$ cat src/rtl/image_format_pkg.sv
// Shared constants, state encoding and frame byte mux for the image-format frame sender.
// IMAGE_FORMAT_CRC_EN selects whether the CRC state exists.
package image_format_pkg;

  localparam logic [7:0]  Hdr0         = 8'h53;
  localparam logic [7:0]  Hdr1         = 8'h5A;
  localparam logic [7:0]  Hdr2         = 8'h48;
  localparam logic [7:0]  Hdr3         = 8'h59;
  localparam logic [7:0]  CmdByte      = 8'h01;
  localparam int unsigned FrameLen     = 17;
  localparam logic [31:0] DataLenField = 32'h0000_0011;
  localparam logic [7:0]  FmtRgb565    = 8'h04;
  localparam logic [7:0]  FmtRgb888    = 8'h05;
  localparam logic [15:0] CrcInit      = 16'hFFFF;
  // Bytes 15..16 when the CRC engine is compiled out (sent as 7C 0B).
  localparam logic [15:0] CrcFixed     = 16'h0B7C;

`ifdef IMAGE_FORMAT_CRC_EN
  typedef enum logic [2:0] {StIdle, StGap, StCrc, StSend, StCycle, StHold} state_e;
`else
  typedef enum logic [2:0] {StIdle, StGap, StSend, StCycle, StHold} state_e;
`endif

  function automatic logic [7:0] frame_byte(input logic [4:0]  idx,
                                            input logic [7:0]  dev,
                                            input logic [7:0]  fmt,
                                            input logic [15:0] h,
                                            input logic [15:0] v,
                                            input logic [15:0] crc);
    logic [7:0] b;
    case (idx)
      5'd0:    b = Hdr0;
      5'd1:    b = Hdr1;
      5'd2:    b = Hdr2;
      5'd3:    b = Hdr3;
      5'd4:    b = dev;
      5'd5:    b = DataLenField[7:0];
      5'd6:    b = DataLenField[15:8];
      5'd7:    b = DataLenField[23:16];
      5'd8:    b = DataLenField[31:24];
      5'd9:    b = CmdByte;
      5'd10:   b = fmt;
      5'd11:   b = h[7:0];
      5'd12:   b = h[15:8];
      5'd13:   b = v[7:0];
      5'd14:   b = v[15:8];
      5'd15:   b = crc[7:0];
      5'd16:   b = crc[15:8];
      default: b = 8'h00;
    endcase
    return b;
  endfunction

endpackage

$ cat src/rtl/crc16_modbus_byte.sv
// One-byte combinational CRC-16/MODBUS update (reflected polynomial 0xA001).
module crc16_modbus_byte (
  input  logic [15:0] crc_i,
  input  logic [7:0]  data_i,
  output logic [15:0] crc_o
);

  always_comb begin
    crc_o = crc_i ^ {8'h00, data_i};
    for (int i = 0; i < 8; i++) begin
      crc_o = crc_o[0] ? ((crc_o >> 1) ^ 16'hA001) : (crc_o >> 1);
    end
  end

endmodule

$ cat src/rtl/image_format_frame.sv
// Sends REPEAT_NUM 17-byte image-format frames per start, spaced by GAP_CYCLES idle cycles.
// Define IMAGE_FORMAT_CRC_EN to compute a MODBUS CRC over bytes 0..14 instead of a fixed trailer.
module image_format_frame
  import image_format_pkg::*;
#(
  parameter int unsigned REPEAT_NUM = 5,
  parameter int unsigned GAP_CYCLES = 25_000_000,
  parameter int unsigned END_HOLD   = 2500,
  parameter logic [7:0]  DEV_ADDR   = 8'h00
) (
  input  logic        clk,
  input  logic        rst,
  input  logic        start,
  input  logic [7:0]  cfg_format,
  input  logic [15:0] cfg_h_pixel,
  input  logic [15:0] cfg_v_pixel,
  input  logic        tx_byte_req,
  input  logic        tx_done,
  output logic        tx_start,
  output logic [7:0]  tx_data,
  output logic [15:0] tx_num,
  output logic        busy,
  output logic        done
);

  localparam int unsigned GapW    = $clog2(GAP_CYCLES + 1);
  localparam int unsigned HoldMax = (END_HOLD > 0) ? END_HOLD : 1;
  localparam int unsigned HoldW   = $clog2(HoldMax + 1);
  localparam logic [GapW-1:0]  GapLast  = GapW'(GAP_CYCLES - 1);
  localparam logic [HoldW-1:0] HoldLast = HoldW'(HoldMax - 1);
  localparam logic [4:0]       IdxLast  = 5'(FrameLen - 1);

  state_e            state_q;
  logic [GapW-1:0]   gap_cnt_q;
  logic [HoldW-1:0]  hold_cnt_q;
  logic [3:0]        frame_cnt_q;
  logic [4:0]        frame_cnt_d;
  logic [4:0]        idx_q;
  logic [7:0]        fmt_q;
  logic [15:0]       h_q;
  logic [15:0]       v_q;
  logic              tx_start_q;
  logic              done_q;
  logic [15:0]       crc_val;
  logic [7:0]        cur_byte;

`ifdef IMAGE_FORMAT_CRC_EN
  localparam logic [4:0] CrcLast = 5'(FrameLen - 3);
  logic [15:0] crc_q;
  logic [15:0] crc_next;

  assign crc_val = crc_q;

  crc16_modbus_byte u_crc (
    .crc_i  (crc_q),
    .data_i (cur_byte),
    .crc_o  (crc_next)
  );
`else
  assign crc_val = CrcFixed;
`endif

  always_comb begin
    cur_byte    = frame_byte(idx_q, DEV_ADDR, fmt_q, h_q, v_q, crc_val);
    frame_cnt_d = {1'b0, frame_cnt_q} + 5'd1;
    tx_data     = (state_q == StSend) ? cur_byte : 8'h00;
  end

  assign tx_start = tx_start_q;
  assign done     = done_q;
  assign busy     = (state_q != StIdle);
  assign tx_num   = 16'(FrameLen);

  always_ff @(posedge clk or posedge rst) begin
    if (rst) begin
      state_q     <= StIdle;
      gap_cnt_q   <= '0;
      hold_cnt_q  <= '0;
      frame_cnt_q <= '0;
      idx_q       <= '0;
      fmt_q       <= '0;
      h_q         <= '0;
      v_q         <= '0;
      tx_start_q  <= 1'b0;
      done_q      <= 1'b0;
`ifdef IMAGE_FORMAT_CRC_EN
      crc_q       <= '0;
`endif
    end else begin
      tx_start_q <= 1'b0;
      done_q     <= 1'b0;
      unique case (state_q)
        StIdle: begin
          if (start) begin
            fmt_q       <= cfg_format;
            h_q         <= cfg_h_pixel;
            v_q         <= cfg_v_pixel;
            frame_cnt_q <= '0;
            gap_cnt_q   <= '0;
            idx_q       <= '0;
            state_q     <= StGap;
          end
        end
        StGap: begin
          if (gap_cnt_q == GapLast) begin
            gap_cnt_q  <= '0;
            idx_q      <= '0;
            tx_start_q <= 1'b1;
`ifdef IMAGE_FORMAT_CRC_EN
            crc_q      <= CrcInit;
            state_q    <= StCrc;
`else
            state_q    <= StSend;
`endif
          end else begin
            gap_cnt_q <= gap_cnt_q + 1'b1;
          end
        end
`ifdef IMAGE_FORMAT_CRC_EN
        // idx walks bytes 0..14 here, then restarts at 0 for transmission.
        StCrc: begin
          crc_q <= crc_next;
          if (idx_q == CrcLast) begin
            idx_q   <= '0;
            state_q <= StSend;
          end else begin
            idx_q <= idx_q + 5'd1;
          end
        end
`endif
        StSend: begin
          if (tx_done && (idx_q == IdxLast)) begin
            state_q <= StCycle;
          end else if (tx_byte_req && (idx_q != IdxLast)) begin
            idx_q <= idx_q + 5'd1;
          end
        end
        StCycle: begin
          frame_cnt_q <= frame_cnt_d[3:0];
          idx_q       <= '0;
          if (frame_cnt_d < 5'(REPEAT_NUM)) begin
            gap_cnt_q <= '0;
            state_q   <= StGap;
          end else begin
            hold_cnt_q <= '0;
            state_q    <= StHold;
          end
        end
        StHold: begin
          if (hold_cnt_q == HoldLast) begin
            done_q  <= 1'b1;
            state_q <= StIdle;
          end else begin
            hold_cnt_q <= hold_cnt_q + 1'b1;
          end
        end
        default: state_q <= StIdle;
      endcase
    end
  end

endmodule

$ cat config.mk
export PLATFORM = sky130hd
export DESIGN_NAME = image_format_frame
export DESIGN_NICKNAME = d
export VERILOG_FILES = /design/src/rtl/image_format_pkg.sv /design/src/rtl/crc16_modbus_byte.sv /design/src/rtl/image_format_frame.sv
export SDC_FILE = /design/constraint.sdc
export NUM_CORES = 1
export LEC_CHECK = 0
export BUFFER_PORTS_ARGS = -buffer_cell sky130_fd_sc_hd__buf_2
export CAP_MARGIN = 20
export CORE_MARGIN = 1
export CORE_UTILIZATION = 50
export CTS_CLUSTER_DIAMETER = 60
export DETAILED_ROUTE_END_ITERATION = 16
export GPL_TIMING_DRIVEN = 0
export PLACE_DENSITY = 0.77
export SLEW_MARGIN = 30
export SYNTH_ARGS = -nofsm -noshare
export SYNTH_HDL_FRONTEND = slang
export SYNTH_SLANG_ARGS = --single-unit
$ cat constraint.sdc
create_clock -name clk -period 5.37 [get_ports clk]
set_input_delay 0.537 -clock clk [delete_from_list [all_inputs] [get_ports clk]]
set_output_delay 0.537 -clock clk [all_outputs]
set_load 0.01 [all_outputs]
=== After elaboration in Yosys (flattened, before gate mapping) ===
Cells that the tools add are included.

* Add/sub/neg operators: 4
* $lt $le $gt $ge: 1
* Equality and inequality tests: 28
* Mux-type cells: 26
* Reductions and logical operators: 15

{| class="wikitable"
|+ Operators with widths
! operator !! count
|-
| $pmux 8 s13 || 1
|-
| $mux 25 || 3
|-
| $pmux 25 s3 || 1
|-
| $eq 5x4->1 const B || 7
|-
| $add 25x1->25 const B || 1
|-
| $eq 25x25->1 const B || 1
|-
| $mux 12 || 2
|-
| $pmux 12 s2 || 1
|-
| $mux 5 || 4
|-
| $pmux 5 s4 || 1
|-
| $mux 3 || 5
|-
| $pmux 3 s5 || 1
|-
| $ne 2x2->1 const B || 7
|-
| $add 12x1->12 const B || 1
|-
| $eq 12x12->1 const B || 1
|-
| $eq 5x2->1 const B || 2
|-
| $mux 8 || 1
|-
| $pmux 4 s2 || 1
|-
| $eq 3x2->1 const B || 2
|-
| $reduce_and 3->1 || 2
|-
| $reduce_bool 3->1 || 2
|-
| $add 4x1->5 const B || 1
|-
| $add 5x1->5 const B || 1
|-
| $eq 5x1->1 const B || 1
|-
| 17 further kinds || 24
|}

* Register bits: 91
* Logic and storage cells: 84

=== Longest topological paths before layout ===
Gate-level depths: netlist (run 1).

* Word-level depth: 5
* Gate-level depth with buffers: 8

=== Worst setup path before layout (run 1) ===
Ideal clock, no wire load.

* Path kind: register to output
* Start point: reg idx_q[0]
* End point: out tx_data[4]
* Data arrival time: 1.715 ns
* Slack: 3.118 ns
* Cell stages (with the launch flop): 8
* Buffers on the path: 0
* Cell sequence: dfrtp_1 -> inv_1 -> ha_1 -> nand2_1 -> nor3_1 -> a22o_1 -> a21oi_1 -> a31oi_1

* Longest elaborated chain between the ends: 3

{| class="wikitable"
|+ RTL lines
! element !! line !! text
|-
| start: declaration || image_format_frame.sv:38 || <nowiki>logic [4:0] idx_q;</nowiki>
|-
| start signal: assignment || image_format_frame.sv:135 || <nowiki>idx_q <= idx_q + 5'd1;</nowiki>
|-
| $eq 5x5->1 (tied with other cells) || image_format_pkg.sv:31 || <nowiki>case (idx)</nowiki>
|-
| $pmux 8 s13 (*) || image_format_pkg.sv:31 ||
|-
| $mux 8 (*) || image_format_frame.sv:66 || <nowiki>tx_data = (state_q == StSend) ? cur_byte : 8'h00;</nowiki>
|-
| end: declaration || image_format_frame.sv:20 || <nowiki>output logic [7:0] tx_data,</nowiki>
|}

Every way passes the cells marked *; elsewhere a longest branch is shown, timed or not.

=== Worst setup path after layout (run 1) ===
* Start point: reg idx_q[0]
* End point: out tx_data[0]

Same word-level chain as after synthesis.

==> flow_metrics.env, run 1 <==
export IMPL_dp_hpwl_um=8130
export IMPL_cts_tree="yes"
export IMPL_ys_seq_area_share_pct=46.7
export IMPL_antenna_found_initial=0
export IMPL_ir_worst_vdd_mv=0.238
export IMPL_cpLargestDelayFamily="simple AND/OR/NAND/NOR gates"
export IMPL_worst_slack_ns=2.10
export IMPL_vias=4052
export IMPL_worst_pin_slew_ns=0.945
export IMPL_grt_max_degree=54
export IMPL_viasPerCell=5.80
export IMPL_first_global_vias=3924
export IMPL_power_density_mw_per_mm2=319
export IMPL_path_max_fanout=7
export IMPL_die_y_um=101
export IMPL_avgSynthCellArea_um2=10.1
export IMPL_drt_initial_drc_count=332
export IMPL_ys_seq_elements=91
export IMPL_gp_congestion=0.867
export IMPL_insertion_delay_ns=0.37
export IMPL_combPwrFrac_pct=17.3
export IMPL_synth_area_top_cells="dfrtp_1 47%, mux2_2 9.2%, nand2_1 3.1%"
export IMPL_p_sw_share_pct=27.8
export IMPL_synth_warnings=0
export IMPL_post_synth_instance_area_mm2=0.00487
export IMPL_cp_cell_sequence="inv_1 -> ha_1 -> nand2_1 -> nor3_1 -> a22oi_1 -> a41oi_1 -> buf_2"
export IMPL_cpPeakStageDelay_ns=0.73
export IMPL_critical_path_arrival_ns=2.73
export IMPL_cts_resized_gates=0
export IMPL_async_flop_share_pct=100
export IMPL_cts_htree_levels=3
export IMPL_tns_ns=0
export IMPL_syn_to_final_growth_pct=15.1
export IMPL_seqPwrFrac_pct=53.9
export IMPL_rows=35
export IMPL_synth_ff_type="dfrtp_1"
export IMPL_core_mm2=0.00933
export IMPL_dr_pass1_iters=5
export IMPL_grt_util_all_layers_pct=23.4
export IMPL_p_switching_uw=498
export IMPL_status="finished clean"
export IMPL_crit_buf_inv=2
export IMPL_power_uw=1790
export IMPL_holdWs_ns=0.201
export IMPL_die_w_um=101
export IMPL_clock_fmax_ghz=0.306
export IMPL_p_leak_uw=0.00262
export IMPL_grt_pass1_wl_um=18400
export IMPL_relSlewSlack_pct=36.5
export IMPL_clock_power_share_pct=28.8
export IMPL_max_cap_viol_count=0
export IMPL_synth_edf_count=0
export IMPL_finalHoldViolations=0
export IMPL_cts_root_buf="clkbuf_8"
export IMPL_totalWireLength_um=11300
export IMPL_fin_crit_sh_pct=60.9
export IMPL_internal_power_uw=1290
export IMPL_cp_slowest_cell="nor3_1"
export IMPL_synth_cell_types=55
export IMPL_placed_cells=683
export IMPL_fillers=820
export IMPL_fin_cells=699
export IMPL_synthCells=484
export IMPL_synth_top_cell_by_area="dfrtp_1"
export IMPL_start_util_pct=52.2
export IMPL_post_cts_buffers=0
export IMPL_drive_gt1_share_pct=25.8
export IMPL_fp_dieArea_mm2=0.0101
export IMPL_synth_top_area_share_pct=46.7
export IMPL_multi_input_area_mm2=0.00240
export IMPL_rsz0062_at_grt="no"
export IMPL_drc_errors=0
export IMPL_drv_slew=0
export IMPL_dp_slack_ns=2.53
export IMPL_clk_pin_slew_ns=0.09
export IMPL_port_buffers=55
export IMPL_critPathKind="reg2out"
export IMPL_period_minus_slack_ns=3.27
export IMPL_overflow=0
export IMPL_finalNetCount=618
export IMPL_crit_required_ns=4.83
export IMPL_ant_nets=0
export IMPL_clock_path_buffers=2
export IMPL_io_pins=72
export IMPL_antenna_cells=0
export IMPL_hold_buffers=0
export IMPL_fin_skew_ns=0.00826
export IMPL_seq_area_mm2=0.00228
export IMPL_setup_violations=0
export IMPL_cts_num_sinks=91
export IMPL_worstSetupEndpointType="primary output"
export IMPL_hp_class="in2async"
export IMPL_wire_per_inst_um=16.2
export IMPL_start_kind="flip-flop"
export IMPL_cts_made_buffers=9
-- Yosys cell counts, types with 4 or more instances --
master	count
ha_1	8
nand4_1	9
and3_1	15
nand2b_1	10
and2_1	4
a21oi_1	20
or3_1	4
a211o_1	8
a22oi_1	15
nor2_1	24
o21ai_0	18
nor4_1	6
xor2_1	8
dfrtp_1	91
buf_4	17
clkbuf_1	10
mux2i_1	6
nand3_1	25
nor3_1	14
inv_1	12
a31oi_1	17
buf_2	9
mux2_2	40
a22o_1	8
nand2_1	40
-- final timing paths --
path | startpoint | cells after the start | endpoint | slack, ns
worst min-delay path | rst | 2 | gap_cnt_q[4] | 0.20
worst max register to register | frame_cnt_q[0] | 6 | gap_cnt_q[3] | 2.81
min in group clk | cfg_v_pixel[4] | 2 | v_q[4] | 0.39
max in group asynchronous | rst | 3 | tx_start | 4.59
worst max-delay path | idx_q[0] | 7 | tx_data[0] | 2.10
worst min register to register | gap_cnt_q[19] | 1 | gap_cnt_q[19] | 0.50
-- cells by family (layout without fill, tap and decap cells) --
logic type | Yosys count | in the layout | synth area share [%]
AOI/OAI and AO/OA | 110 | 110 | 15.3
muxes | 46 | 46 | 10.5
and+or+nand+nor | 168 | 168 | 18.1
adders and majority gates | 8 | 8 | 2.05
buffers and inverters | 48 | 120 | 5.24
other | 2 | 16 | 0.154
xor gates and xnor gates | 11 | 11 | 1.98
DFF | 91 | 91 | 46.7
-- per-layer routing --
layer	GRT usage (%)	vias to the layer above	share of wire [%]
li1	-	1910	-
met1	30.7	2017	44
met2	39.6	112	50
met3	4.85	13	4.8
met4	5.80	0	0.99
met5	0	-	0
-- through the flow --
step	util, %	instance area (um2)
floorplan	-	4930
global placement	57.5	5360
detailed placement	57.8	5390
CTS	60.1	5610
global route	60.2	5610
finish	60.2	5610
-- power groups by stage --
stage	combinational, uW	sequential (uW)	clock (uW)
floorplan	242	938	0
global placement	290	964	0
detailed placement	309	976	0
CTS	311	962	524
global route	344	986	546
finish	309	965	517
-- area by class of cell --
class	instances	share of cell area (%)
multi-input cells	359	42.7
plain buffers	36	3.75
repair buffers	56	5.26
well taps	129	2.88
clock inverters	4	1.32
flip-flops and latches	91	40.6
inverters	12	0.892
clock buffers	12	2.59
-- layout by cell type, fill, tap and decap left out, types with 3 or more instances in the layout --
cell type / count
o22ai_1: 3
o21ai_0: 18
dfrtp_1: 91
nand4_1: 9
a21oi_1: 20
nand2b_1: 10
nand3_1: 25
nand2_1: 40
buf_2: 64
a21o_1: 3
or3_1: 4
buf_4: 17
a211o_1: 8
and2_1: 4
inv_1: 11
nor3_1: 13
conb_1: 16
xor2_1: 8
mux2_2: 40
mux2i_1: 6
and3_1: 15
a22o_1: 8
xnor2_1: 3
and4_1: 3
a22oi_1: 15
a31oi_1: 17
clkbuf_1: 12
ha_1: 8
nor4_1: 6
nor2_1: 24
clkbuf_8: 10
-- state kept, by name, indices dropped and copies added, names as in the netlist --
signal / count
done: 1
fmt_q: 8
frame_cnt_q: 4
gap_cnt_q: 25
h_q: 16
hold_cnt_q: 12
idx_q: 5
state_q: 3
tx_start: 1
v_q: 16
Note: power is estimated with default switching activity, not from simulation.
==> run 2: changes to the inputs <==
--- a/config.mk
+++ b/config.mk
@@ -5,6 +5,7 @@
 export SDC_FILE = /design/constraint.sdc
 export NUM_CORES = 1
 export LEC_CHECK = 0
+export ABC_AREA = 1
 export BUFFER_PORTS_ARGS = -buffer_cell sky130_fd_sc_hd__buf_2
 export CAP_MARGIN = 20
 export CORE_MARGIN = 1
@@ -12,7 +13,7 @@
 export CTS_CLUSTER_DIAMETER = 60
 export DETAILED_ROUTE_END_ITERATION = 16
 export GPL_TIMING_DRIVEN = 0
-export PLACE_DENSITY = 0.77
+export PLACE_DENSITY = 0.79
 export SLEW_MARGIN = 30
 export SYNTH_ARGS = -nofsm -noshare
 export SYNTH_HDL_FRONTEND = slang
==> constraint.sdc (replaced) <==
create_clock -name clk -period 2.85 [get_ports clk]
set_input_delay 0.285 -clock clk [delete_from_list [all_inputs] [get_ports clk]]
set_output_delay 0.285 -clock clk [all_outputs]
set_load 0.01 [all_outputs]
==> run 2 against run 1 <==
  * Register-to-register slack worse by 2.0 ns
  * Setup slack worse by 1.8 ns
  * Non-clock buffer count down 8
  * Synthesized cell count up 45%
  * Combinational power down 71%
  * Clock skew up 0.0064 ns
  * Highest routed layer unchanged
  * Count of clock-buffer cells in the layout down 1
  * Clock power up 66%
  * Sequential power up 34%
  * Sequential share of layout area down 3.8 points
  * Cell count up 32%
==> flow_metrics.env, run 2 <==
export IMPL_status="finished clean"
export IMPL_fin_cells=925
export IMPL_path_max_fanout=6
export IMPL_critical_path_arrival_ns=2.22
export IMPL_synth_common_cells="221 x nand2_1, 91 x dfrtp_1, 83 x nor2_1, 69 x nand3_1, 50 x inv_1"
export IMPL_drc_errors=0
export IMPL_clk_pin_slew_ns=0.10
export IMPL_synth_top_cell_by_area="dfrtp_1"
export IMPL_synth_warnings=0
export IMPL_ir_worst_vdd_mv=0.206
export IMPL_drt_initial_drc_count=346
export IMPL_ys_seq_area_share_pct=41.7
export IMPL_synth_area_top_cells="dfrtp_1 42%, nand2_1 15%, nand3_1 6.3%"
export IMPL_avgSynthCellArea_um2=7.77
export IMPL_final_common_cell="nand2_1"
export IMPL_setup_violations=0
export IMPL_die_y_um=106
export IMPL_synth_ff_type="dfrtp_1"
export IMPL_reg_top3="gap_cnt_q: 25 flops, h_q: 16 flops, v_q: 16 flops"
export IMPL_placed_cells=908
export IMPL_antenna_found_initial=0
export IMPL_ys_seq_elements=91
export IMPL_totalWireLength_um=12800
export IMPL_synth_top_area_share_pct=41.7
export IMPL_async_flop_share_pct=100
export IMPL_design_area_mm2=0.00618
export IMPL_critPathKind="reg2out"
export IMPL_grt_pass1_wl_um=21500
export IMPL_finalNetCount=837
export IMPL_cpPeakStageDelay_ns=0.46
export IMPL_period_minus_slack_ns=2.51
export IMPL_dp_hpwl_um=9730
export IMPL_insertion_delay_ns=0.38
export IMPL_wire_per_inst_um=13.8
export IMPL_synth_cell_types=38
export IMPL_crit_required_ns=2.57
export IMPL_fin_util_pct=59.1
export IMPL_cp_slowest_cell="dfrtp_1"
export IMPL_antenna_cells=0
export IMPL_drv_slew=0
export IMPL_synthCells=702
export IMPL_rows=37
export IMPL_yosysMostFrequentCell="nand2_1"
export IMPL_finalHoldViolations=0
export IMPL_max_cap_viol_count=0
export IMPL_port_buffers=55
export IMPL_vias=4879
export IMPL_syn_to_final_growth_pct=13.3
export IMPL_worst_slack_ns=0.340
export IMPL_core_mm2=0.0105
export IMPL_power_density_mw_per_mm2=362
export IMPL_overflow=0
export IMPL_fin_crit_sh_pct=88.1
export IMPL_io_pins=72
export IMPL_clock_path_buffers=2
export IMPL_clock_fmax_ghz=0.398
export IMPL_grt_max_degree=71
export IMPL_cp_cell_sequence="inv_1 -> ha_1 -> nand2_1 -> nand2_1 -> o21ai_0 -> nand4_1 -> nor2_1 -> nor2_1 -> buf_2"
export IMPL_drive_gt1_share_pct=19.1
export IMPL_cts_made_buffers=9
export IMPL_ant_nets=0
export IMPL_rsz0062_at_grt="no"
export IMPL_worstSetupEndpointType="primary output"
export IMPL_die_w_um=106
export IMPL_p_leak_uw=0.00312
export IMPL_cts_htree_levels=3
export IMPL_first_global_vias=4688
export IMPL_cts_resized_gates=0
export IMPL_dr_pass1_iters=5
export IMPL_hold_buffers=1
export IMPL_placed_area_mm2=0.00599
export IMPL_fillers=953
export IMPL_post_synth_instance_area_mm2=0.00546
export IMPL_largest_reg_flops=25
export IMPL_start_kind="flip-flop"
export IMPL_gp_congestion=0.970
export IMPL_cts_num_sinks=91
export IMPL_tns_ns=0
export IMPL_start_util_pct=52.2
export IMPL_regMostFlops="gap_cnt_q"
export IMPL_dp_slack_ns=0.828
export IMPL_fin_skew_ns=0.0146
export IMPL_fp_dieArea_mm2=0.0113
export IMPL_viasPerCell=5.27
export IMPL_post_cts_buffers=0
export IMPL_hp_class="in2reg"
export IMPL_grt_util_all_layers_pct=24.0
export IMPL_cts_root_buf="clkbuf_8"
export IMPL_cts_tree="yes"
export IMPL_final_cell_mix="221 x nand2_1, 91 x dfrtp_1, 83 x nor2_1, 69 x nand3_1, 57 x buf_2"
export IMPL_synth_edf_count=0
[run 2: changes by cell type in the layout (fill, tap and decap cells not counted), sizes merged, moves of 16 or more]
cell   before  now
a31oi      17    1
inv        12   57
nand2      40  229
nand3      25   71
nor2       24   94
[run 2: final timing paths]
check                          startpoint  slack [ns]             to  cells after the start
min in group asynchronous             rst        0.41  gap_cnt_q[13]                      3
min reg2reg                       v_q[14]        0.51        v_q[14]                      1
max reg2reg                  gap_cnt_q[0]        0.85       idx_q[1]                     10
min                        cfg_v_pixel[3]        0.12         v_q[3]                      2
max                              idx_q[0]        0.34     tx_data[6]                      9
max in group asynchronous             rst        1.86  gap_cnt_q[17]                      4
[run 2: logic make-up (layout without fill, tap and decap cells)]
family                     after synthesis  in the layout  synth area share [%]
buffers and inverters                   82            155                  7.41
adders and majority gates                8              8                  1.83
and+or+nand+nor                        424            424                  34.3
muxes                                   38             38                  7.84
AOI/OAI and AO/OA                       41             41                  4.17
xor gates and xnor gates                16             16                  2.57
DFF                                     91             91                  41.7
other                                    2             16                 0.138
[run 2: report_power, final]
part           internal (uW)  switching (uW)  leakage (uW)
logic                   41.1            48.0       0.00180
registers               1290               0       0.00123
clock network            356             501     0.0000960
total                   1690             549       0.00312
[run 2: layout make-up]
cell class                      count  area, um2  area share [%]
Timing Repair Buffer               57        313            5.06
Tap cell                          136        170            2.75
Clock inverter                      5       46.3           0.749
Sequential cell                    91       2280            36.8
Clock buffer                       11        141            2.29
Inverter                           55        211            3.42
Buffer                             27        198            3.20
Multi-Input combinational cell    543       2830            45.7
[run 2: routing by layer]
| metal | wire length (um) | up-vias | global-route usage (%) |
|---|---|---|---|
| met5 | 0 | - | 0 |
| met4 | 286 | 0 | 10.3 |
| met3 | 466 | 22 | 2.58 |
| met2 | 6130 | 131 | 39.9 |
| met1 | 5890 | 2322 | 31.6 |
| li1 | - | 2404 | - |
[run 2: per-stage QoR]
| step | total power [uW] | hold WS (ns) |
|---|---|---|
| final | 2240 | 0.115 |
| after detailed placement | 1400 | 0.246 |
| after CTS | 2260 | 0.105 |
| after global routing | 2320 | 0.112 |
| after global placement | 1400 | 0.475 |
| after floorplan | 1360 | 0.417 |
[run 2: worst max-delay path: cells and delay by family (launching register included)]
family	cells	cell delay, ns
adders and majority gates	1	0.21
buffers and inverters	2	0.25
AOI/OAI and AO/OA	1	0.30
DFF	1	0.46
and+or+nand+nor	5	0.65
